===== src/rtl/operand_fetch_pkg.sv =====
// Shared encodings for the operand fetch unit: operand source codes and FSM states.
package operand_fetch_pkg;

    localparam logic [2:0] SRC_IMM   = 3'd0;
    localparam logic [2:0] SRC_CNT   = 3'd1;
    localparam logic [2:0] SRC_INPUT = 3'd2;
    localparam logic [2:0] SRC_RAM   = 3'd3;
    localparam logic [2:0] SRC_STACK = 3'd4;
    localparam logic [2:0] SRC_ZERO  = 3'd5;

    typedef enum logic [1:0] {
        ST_IDLE = 2'd0,
        ST_OP1  = 2'd1,
        ST_OP2  = 2'd2,
        ST_DONE = 2'd3
    } fetch_state_e;

endpackage


===== src/rtl/operand_source_mux.sv =====
// Single-cycle operand source pick. Multi-cycle sources (INPUT, RAM) report
// direct_o = 0 and are resolved by the fetch FSM.
module operand_source_mux
    import operand_fetch_pkg::*;
#(
    parameter int WIDTH = 8
) (
    input  logic [2:0]       sel_i,
    input  logic [WIDTH-1:0] imm_i,
    input  logic [WIDTH-1:0] cnt_i,
    input  logic [WIDTH-1:0] stack_i,
    output logic [WIDTH-1:0] data_o,
    output logic             direct_o
);

    always_comb begin
        data_o   = '0;
        direct_o = 1'b1;
        case (sel_i)
            SRC_IMM:   data_o = imm_i;
            SRC_CNT:   data_o = cnt_i;
            SRC_STACK: data_o = stack_i;
            SRC_INPUT,
            SRC_RAM:   direct_o = 1'b0;
            default:   data_o = '0;
        endcase
    end

endmodule


===== src/rtl/operand_fetch_unit.sv =====
// Sequential operand fetch: latches one decoded instruction, gathers two operands
// over variable-latency sources, presents them to the ALU, and issues the next PC.
module operand_fetch_unit
    import operand_fetch_pkg::*;
#(
    parameter int WIDTH  = 8,
    parameter int ADDR_W = 8
) (
    input  logic              clk,
    input  logic              rst_n,
    input  logic              instr_valid,
    output logic              instr_ready,
    input  logic [2:0]        src1_sel,
    input  logic [2:0]        src2_sel,
    input  logic [WIDTH-1:0]  imm1,
    input  logic [WIDTH-1:0]  imm2,
    input  logic [ADDR_W-1:0] mem_addr1,
    input  logic [ADDR_W-1:0] mem_addr2,
    input  logic [WIDTH-1:0]  cnt_value,
    input  logic [WIDTH-1:0]  stack_top,
    input  logic [WIDTH-1:0]  in_data,
    input  logic              in_valid,
    output logic              in_ack,
    output logic              ram_req,
    output logic [ADDR_W-1:0] ram_addr,
    input  logic [WIDTH-1:0]  ram_rd_data,
    input  logic              ram_rd_valid,
    input  logic              cnt_wr_en,
    input  logic [WIDTH-1:0]  cnt_wr_addr,
    input  logic              condition,
    input  logic              is_ret,
    input  logic [WIDTH-1:0]  jump_target,
    output logic [WIDTH-1:0]  arg1,
    output logic [WIDTH-1:0]  arg2,
    output logic              args_valid,
    input  logic              args_ready,
    output logic              pc_load,
    output logic [WIDTH-1:0]  pc_next
);

    fetch_state_e      state_q, state_d;
    logic [2:0]        src1_q, src2_q;
    logic [WIDTH-1:0]  imm1_q, imm2_q, cnt_q, stack_q;
    logic [ADDR_W-1:0] addr2_q;
    logic              cwen_q, cond_q, ret_q;
    logic [WIDTH-1:0]  cwaddr_q, target_q;
    logic [WIDTH-1:0]  arg1_q, arg2_q, pc_next_q;
    logic              pc_load_q, ram_req_q;
    logic [ADDR_W-1:0] ram_addr_q;

    logic [2:0]        cur_sel;
    logic [WIDTH-1:0]  cur_imm, mux_data, op_data;
    logic              mux_direct, op_done, accept, handshake;

    operand_source_mux #(.WIDTH(WIDTH)) u_mux (
        .sel_i    (cur_sel),
        .imm_i    (cur_imm),
        .cnt_i    (cnt_q),
        .stack_i  (stack_q),
        .data_o   (mux_data),
        .direct_o (mux_direct)
    );

    assign accept     = (state_q == ST_IDLE) && instr_valid;
    assign handshake  = (state_q == ST_DONE) && args_ready;
    assign instr_ready = (state_q == ST_IDLE);
    assign args_valid  = (state_q == ST_DONE);
    assign arg1        = arg1_q;
    assign arg2        = arg2_q;
    assign pc_load     = pc_load_q;
    assign pc_next     = pc_next_q;
    assign ram_req     = ram_req_q;
    assign ram_addr    = ram_addr_q;

    always_comb begin
        state_d = state_q;
        cur_sel = src1_q;
        cur_imm = imm1_q;
        op_data = mux_data;
        op_done = 1'b0;
        in_ack  = 1'b0;
        if (state_q == ST_OP2) begin
            cur_sel = src2_q;
            cur_imm = imm2_q;
        end
        case (state_q)
            ST_IDLE: if (instr_valid) state_d = ST_OP1;
            ST_OP1, ST_OP2: begin
                if (mux_direct) begin
                    op_done = 1'b1;
                end else if (cur_sel == SRC_INPUT) begin
                    in_ack  = in_valid;
                    op_done = in_valid;
                    op_data = in_data;
                end else begin
                    // data arriving alongside the request belongs to nobody
                    op_done = ram_rd_valid && !ram_req_q;
                    op_data = ram_rd_data;
                end
                if (op_done) state_d = (state_q == ST_OP1) ? ST_OP2 : ST_DONE;
            end
            ST_DONE: if (args_ready) state_d = ST_IDLE;
            default: state_d = ST_IDLE;
        endcase
    end

    always_ff @(posedge clk or negedge rst_n) begin
        if (!rst_n) begin
            state_q    <= ST_IDLE;
            src1_q     <= '0;
            src2_q     <= '0;
            imm1_q     <= '0;
            imm2_q     <= '0;
            cnt_q      <= '0;
            stack_q    <= '0;
            addr2_q    <= '0;
            cwen_q     <= 1'b0;
            cond_q     <= 1'b0;
            ret_q      <= 1'b0;
            cwaddr_q   <= '0;
            target_q   <= '0;
            arg1_q     <= '0;
            arg2_q     <= '0;
            pc_next_q  <= '0;
            pc_load_q  <= 1'b0;
            ram_req_q  <= 1'b0;
            ram_addr_q <= '0;
        end else begin
            state_q   <= state_d;
            ram_req_q <= 1'b0;
            pc_load_q <= 1'b0;
            if (accept) begin
                src1_q   <= src1_sel;
                src2_q   <= src2_sel;
                imm1_q   <= imm1;
                imm2_q   <= imm2;
                cnt_q    <= cnt_value;
                stack_q  <= stack_top;
                addr2_q  <= mem_addr2;
                cwen_q   <= cnt_wr_en;
                cond_q   <= condition;
                ret_q    <= is_ret;
                cwaddr_q <= cnt_wr_addr;
                target_q <= jump_target;
                if (src1_sel == SRC_RAM) begin
                    ram_req_q  <= 1'b1;
                    ram_addr_q <= mem_addr1;
                end
            end
            if (state_q == ST_OP1 && op_done) begin
                arg1_q <= op_data;
                // second RAM request only goes out once the first has returned
                if (src2_q == SRC_RAM) begin
                    ram_req_q  <= 1'b1;
                    ram_addr_q <= addr2_q;
                end
            end
            if (state_q == ST_OP2 && op_done) arg2_q <= op_data;
            if (handshake) begin
                if (cwen_q) begin
                    pc_load_q <= 1'b1;
                    pc_next_q <= cwaddr_q;
                end else if (cond_q) begin
                    pc_load_q <= 1'b1;
                    pc_next_q <= ret_q ? stack_q : target_q;
                end
            end
        end
    end

endmodule


===== config.mk =====
export PLATFORM = sky130hd
export DESIGN_NAME = operand_fetch_unit
export DESIGN_NICKNAME = d
export VERILOG_FILES = /design/src/rtl/operand_fetch_pkg.sv /design/src/rtl/operand_source_mux.sv /design/src/rtl/operand_fetch_unit.sv
export SDC_FILE = /design/constraint.sdc
export NUM_CORES = 1
export LEC_CHECK = 0
export ABC_AREA = 1
export BUFFER_PORTS_ARGS = -buffer_cell sky130_fd_sc_hd__buf_4
export CAP_MARGIN = 20
export CORE_MARGIN = 2
export CORE_UTILIZATION = 48
export DETAILED_ROUTE_END_ITERATION = 12
export PLACE_DENSITY = 0.74
export SLEW_MARGIN = 20
export SYNTH_ARGS = -nofsm -noshare
export SYNTH_HDL_FRONTEND = slang
export SYNTH_HIERARCHICAL = 1
export SYNTH_SLANG_ARGS = --single-unit

===== constraint.sdc =====
create_clock -name clk -period 3.2 [get_ports clk]
set_clock_uncertainty 0.2 [all_clocks]
set_input_delay 0.32 -clock clk [delete_from_list [all_inputs] [get_ports clk]]
set_output_delay 0.32 -clock clk [all_outputs]
set_load 0.005 [all_outputs]

==> impl_metrics.yaml <==
global_route:
  global_route.usage.total_pct: 23.8
  grt_max_degree: 68
  vias_in_the_first_global_route: 4567
  grt_antenna_before_repair: 0
  wire_length_of_the_first_global_routing_pass_um: 21300
  grt_remaining_overflow: 0
worst_setup_path:
  crit_fanout: 11
  worstReg2RegEnd: "arg2[7]$_DFFE_PN0P_"
  timing.rr.start: "state_q[0]$_DFFE_PN0P_"
  r2r_slack_ns: 0.34
  reg2regPathDepth: 11
  timing.critical_path.required_ns: 2.68
  criticalPathCategory: "reg -> out"
  crit_path_start_kind: "flop"
  critPathCaptureType: "output pin"
  cp.arrival_ns: 2.43
place:
  globalplace.congestion: 0.873
  buffer_ports.inserted: 131
  hpwlAfterDp_um: 8770
  pre_cts_slack_ns: 0.432
clock_network:
  worst_setup_hold_path_clk_slew_ns: 0.09
  worst_skew_pair.late_latency_ns: 0.36
  clk_root_buffer_cell: "clkbuf_8"
  clock_tree.buffer_depth: 2
  cts_made_buffers: 9
  clock_tree_from_tritoncts: "yes"
  postcts_setup_bufs: 0
  cts-htree-levels: 3
  post_cts_resize_count: 0
  clock_sinks: 101
synth:
  avgSynthCellArea_um2: 7.70
  synth.yosys.seq_area_share_pct: 51.1
  syn-num-nets: 741
  yosys.area.top_type_share_pct: 51.1
  yosys-top-cells-area: "dfrtp_1, nand2_1, nand3_1"
  ys_async_sr_fraction_pct: 100
  mappedNetlistArea_um2: 4940
  yosysWarningCount: 6
  yosys.area.top_type: "dfrtp_1"
  post_synth_inst_count: 642
  synth_edf_count: 0
  ys.flop_type: "dfrtp_1"
  netlist-cell-type-count: 30
  post-synth-top-count-cell: "nand2_1"
  synth_top_cells_by_count: "nand2_1, dfrtp_1, nor2_1"
  ys_seq_elements: 101
sta:
  worst_slack_ns: 0.249
  post_layout_minimum_cycle_time_ns: 2.95
  post-route-period-util_pct: 92.2
  finalMaxSlewViolations: 0
  max_freq_ghz: 0.339
  fin_setup_tns_ns: 0
  finalHoldViolCount: 0
  setup_violations: 0
  rsz_0062_raised_after_global_routing: "false"
  slew_headroom_pct: 54.5
  worst-slew-pin-transition_ns: 0.682
cells_and_area:
  n_antenna_cell: 0
  synthesis_to_finish_area_growth_pct: 37.7
  layout-drive-gt1-share_pct: 21.4
  n_fill_cell: 817
  final_nets: 926
min_path:
  hold_start: "src1_sel[0]"
  holdPathStages: 3
  worstHoldEndpoint: "src1_q[0]$_DFFE_PN0P_"
  hold_class: "in -> reg"
die:
  floorplan.rows: 37
  die_h_um: 105
  floorplan.initialDensity_pct: 48.8
  floorplan.io_pins: 132
  fp.dieArea_um2: 11100
  core_area_um2: 10100
  die_w_um: 105
job:
  cap_viol_max_count: 0
detailed_routing:
  drt_first_iter_violations: 216
  drt-total-wl_um: 12800
  route.detailed.drc: 0
  post_drt_wl_per_cell_um: 13.2
  drt_first_pass_iters: 5
  post_dr_vias_cell: 4.85
  number_of_nets_still_failing_antenna_checks_after_routing: 0
  vias: 4692
status:
  run_status: "completed"
power:
  vdd_ir_drop_max_mv: 0.360
  p_per_area_nw_per_um2: 823
  leakagePower_nw: 3.68
## cell families after synthesis
family | share of synthesized area [%]
AO/OA/AOI/OAI | 5.77
flip-flops | 51.1
adder cells (fa/ha/maj) | 1.01
AND/OR/NAND/NOR | 36.0
buffers and inverters | 6.12
## where the power goes
group | internal [W] | switching (W) | leakage, nW
Sequential | 0.00184 | 0.000393 | 1.27
Combinational | 0.00103 | 0.00156 | 2.31
Clock | 0.000350 | 0.000429 | 0.103
## layer usage
layer	share of wire [%]	vias up	global-route usage (%)	routed length, um
li1	-	2359	-	-
met1	44	2175	31.5	5630
met2	49	136	40.0	6340
met3	4.7	22	3.59	600
met4	2.0	0	8.65	257
met5	0	-	0	0
## layout make-up
| cell class | count | area, um^2 | share of cell area (%) |
|---|---|---|---|
| clock inverters | 4 | 31.3 | 0.459 |
| multi-input cells | 481 | 2120 | 31.1 |
| flip-flops and latches | 101 | 2530 | 37.1 |
| repair buffers | 201 | 1670 | 24.5 |
| inverters | 33 | 129 | 1.89 |
| clock buffers | 12 | 165 | 2.43 |
| well taps | 136 | 170 | 2.50 |
## worst max-delay path: stages, from the launching register on
cell and delay [ns]:
dfrtp_1 0.40, inv_1 0.09, ha_1 0.28, inv_2 0.19, nand2_1 0.07, nand2_1 0.27
nand2_1 0.26, nor3_1 0.33, buf_4 0.17
## cells in the final DEF, fill, tap and decap left out, drive strengths merged, types with 8 or more instances in the layout
| cell | count |
|---|---|
| o21ai | 30 |
| a31oi | 8 |
| a21boi | 8 |
| inv | 32 |
| or3 | 8 |
| nand3 | 37 |
| nor2 | 37 |
| dlygate4sd3 | 64 |
| dfrtp | 101 |
| buf | 137 |
| clkbuf | 12 |
| nand2 | 343 |
## through the flow
step                      hold slack [ns]  util, %  instances  total power, W  instance area (um^2)
final                              0.0572     67.2        968         0.00560                  6810
after floorplan                    -0.176        -        642         0.00401                  4940
after CTS                          0.0400     67.2        968         0.00562                  6810
after global placement              0.193     58.9        888         0.00467                  5970
after global routing               0.0573     67.2        968         0.00609                  6810
after detailed placement            0.203     58.9        888         0.00476                  5970
## timing repair
item / 4_1_cts / 5_1_grt
hold buffers: 64 / 0
setup endpoints to repair: 0 / 0
endpoints found under the hold margin: 116 / 0
## worst max-delay path by stage
stage,from,endpoint,depth (start not counted)
2_1_floorplan,state_q[0]$_DFFE_PN0P_,arg2[0]$_DFFE_PN0P_,16
3_3_place_gp,state_q[0]$_DFFE_PN0P_,arg1[7]$_DFFE_PN0P_,11
3_5_place_dp,state_q[0]$_DFFE_PN0P_,arg2[7]$_DFFE_PN0P_,11
4_1_cts,state_q[0]$_DFFE_PN0P_,in_ack,8
5_1_grt,state_q[0]$_DFFE_PN0P_,arg2[7]$_DFFE_PN0P_,11
6_report,state_q[0]$_DFFE_PN0P_,in_ack,8
No activity file was read; power rests on OpenSTA's default activity.
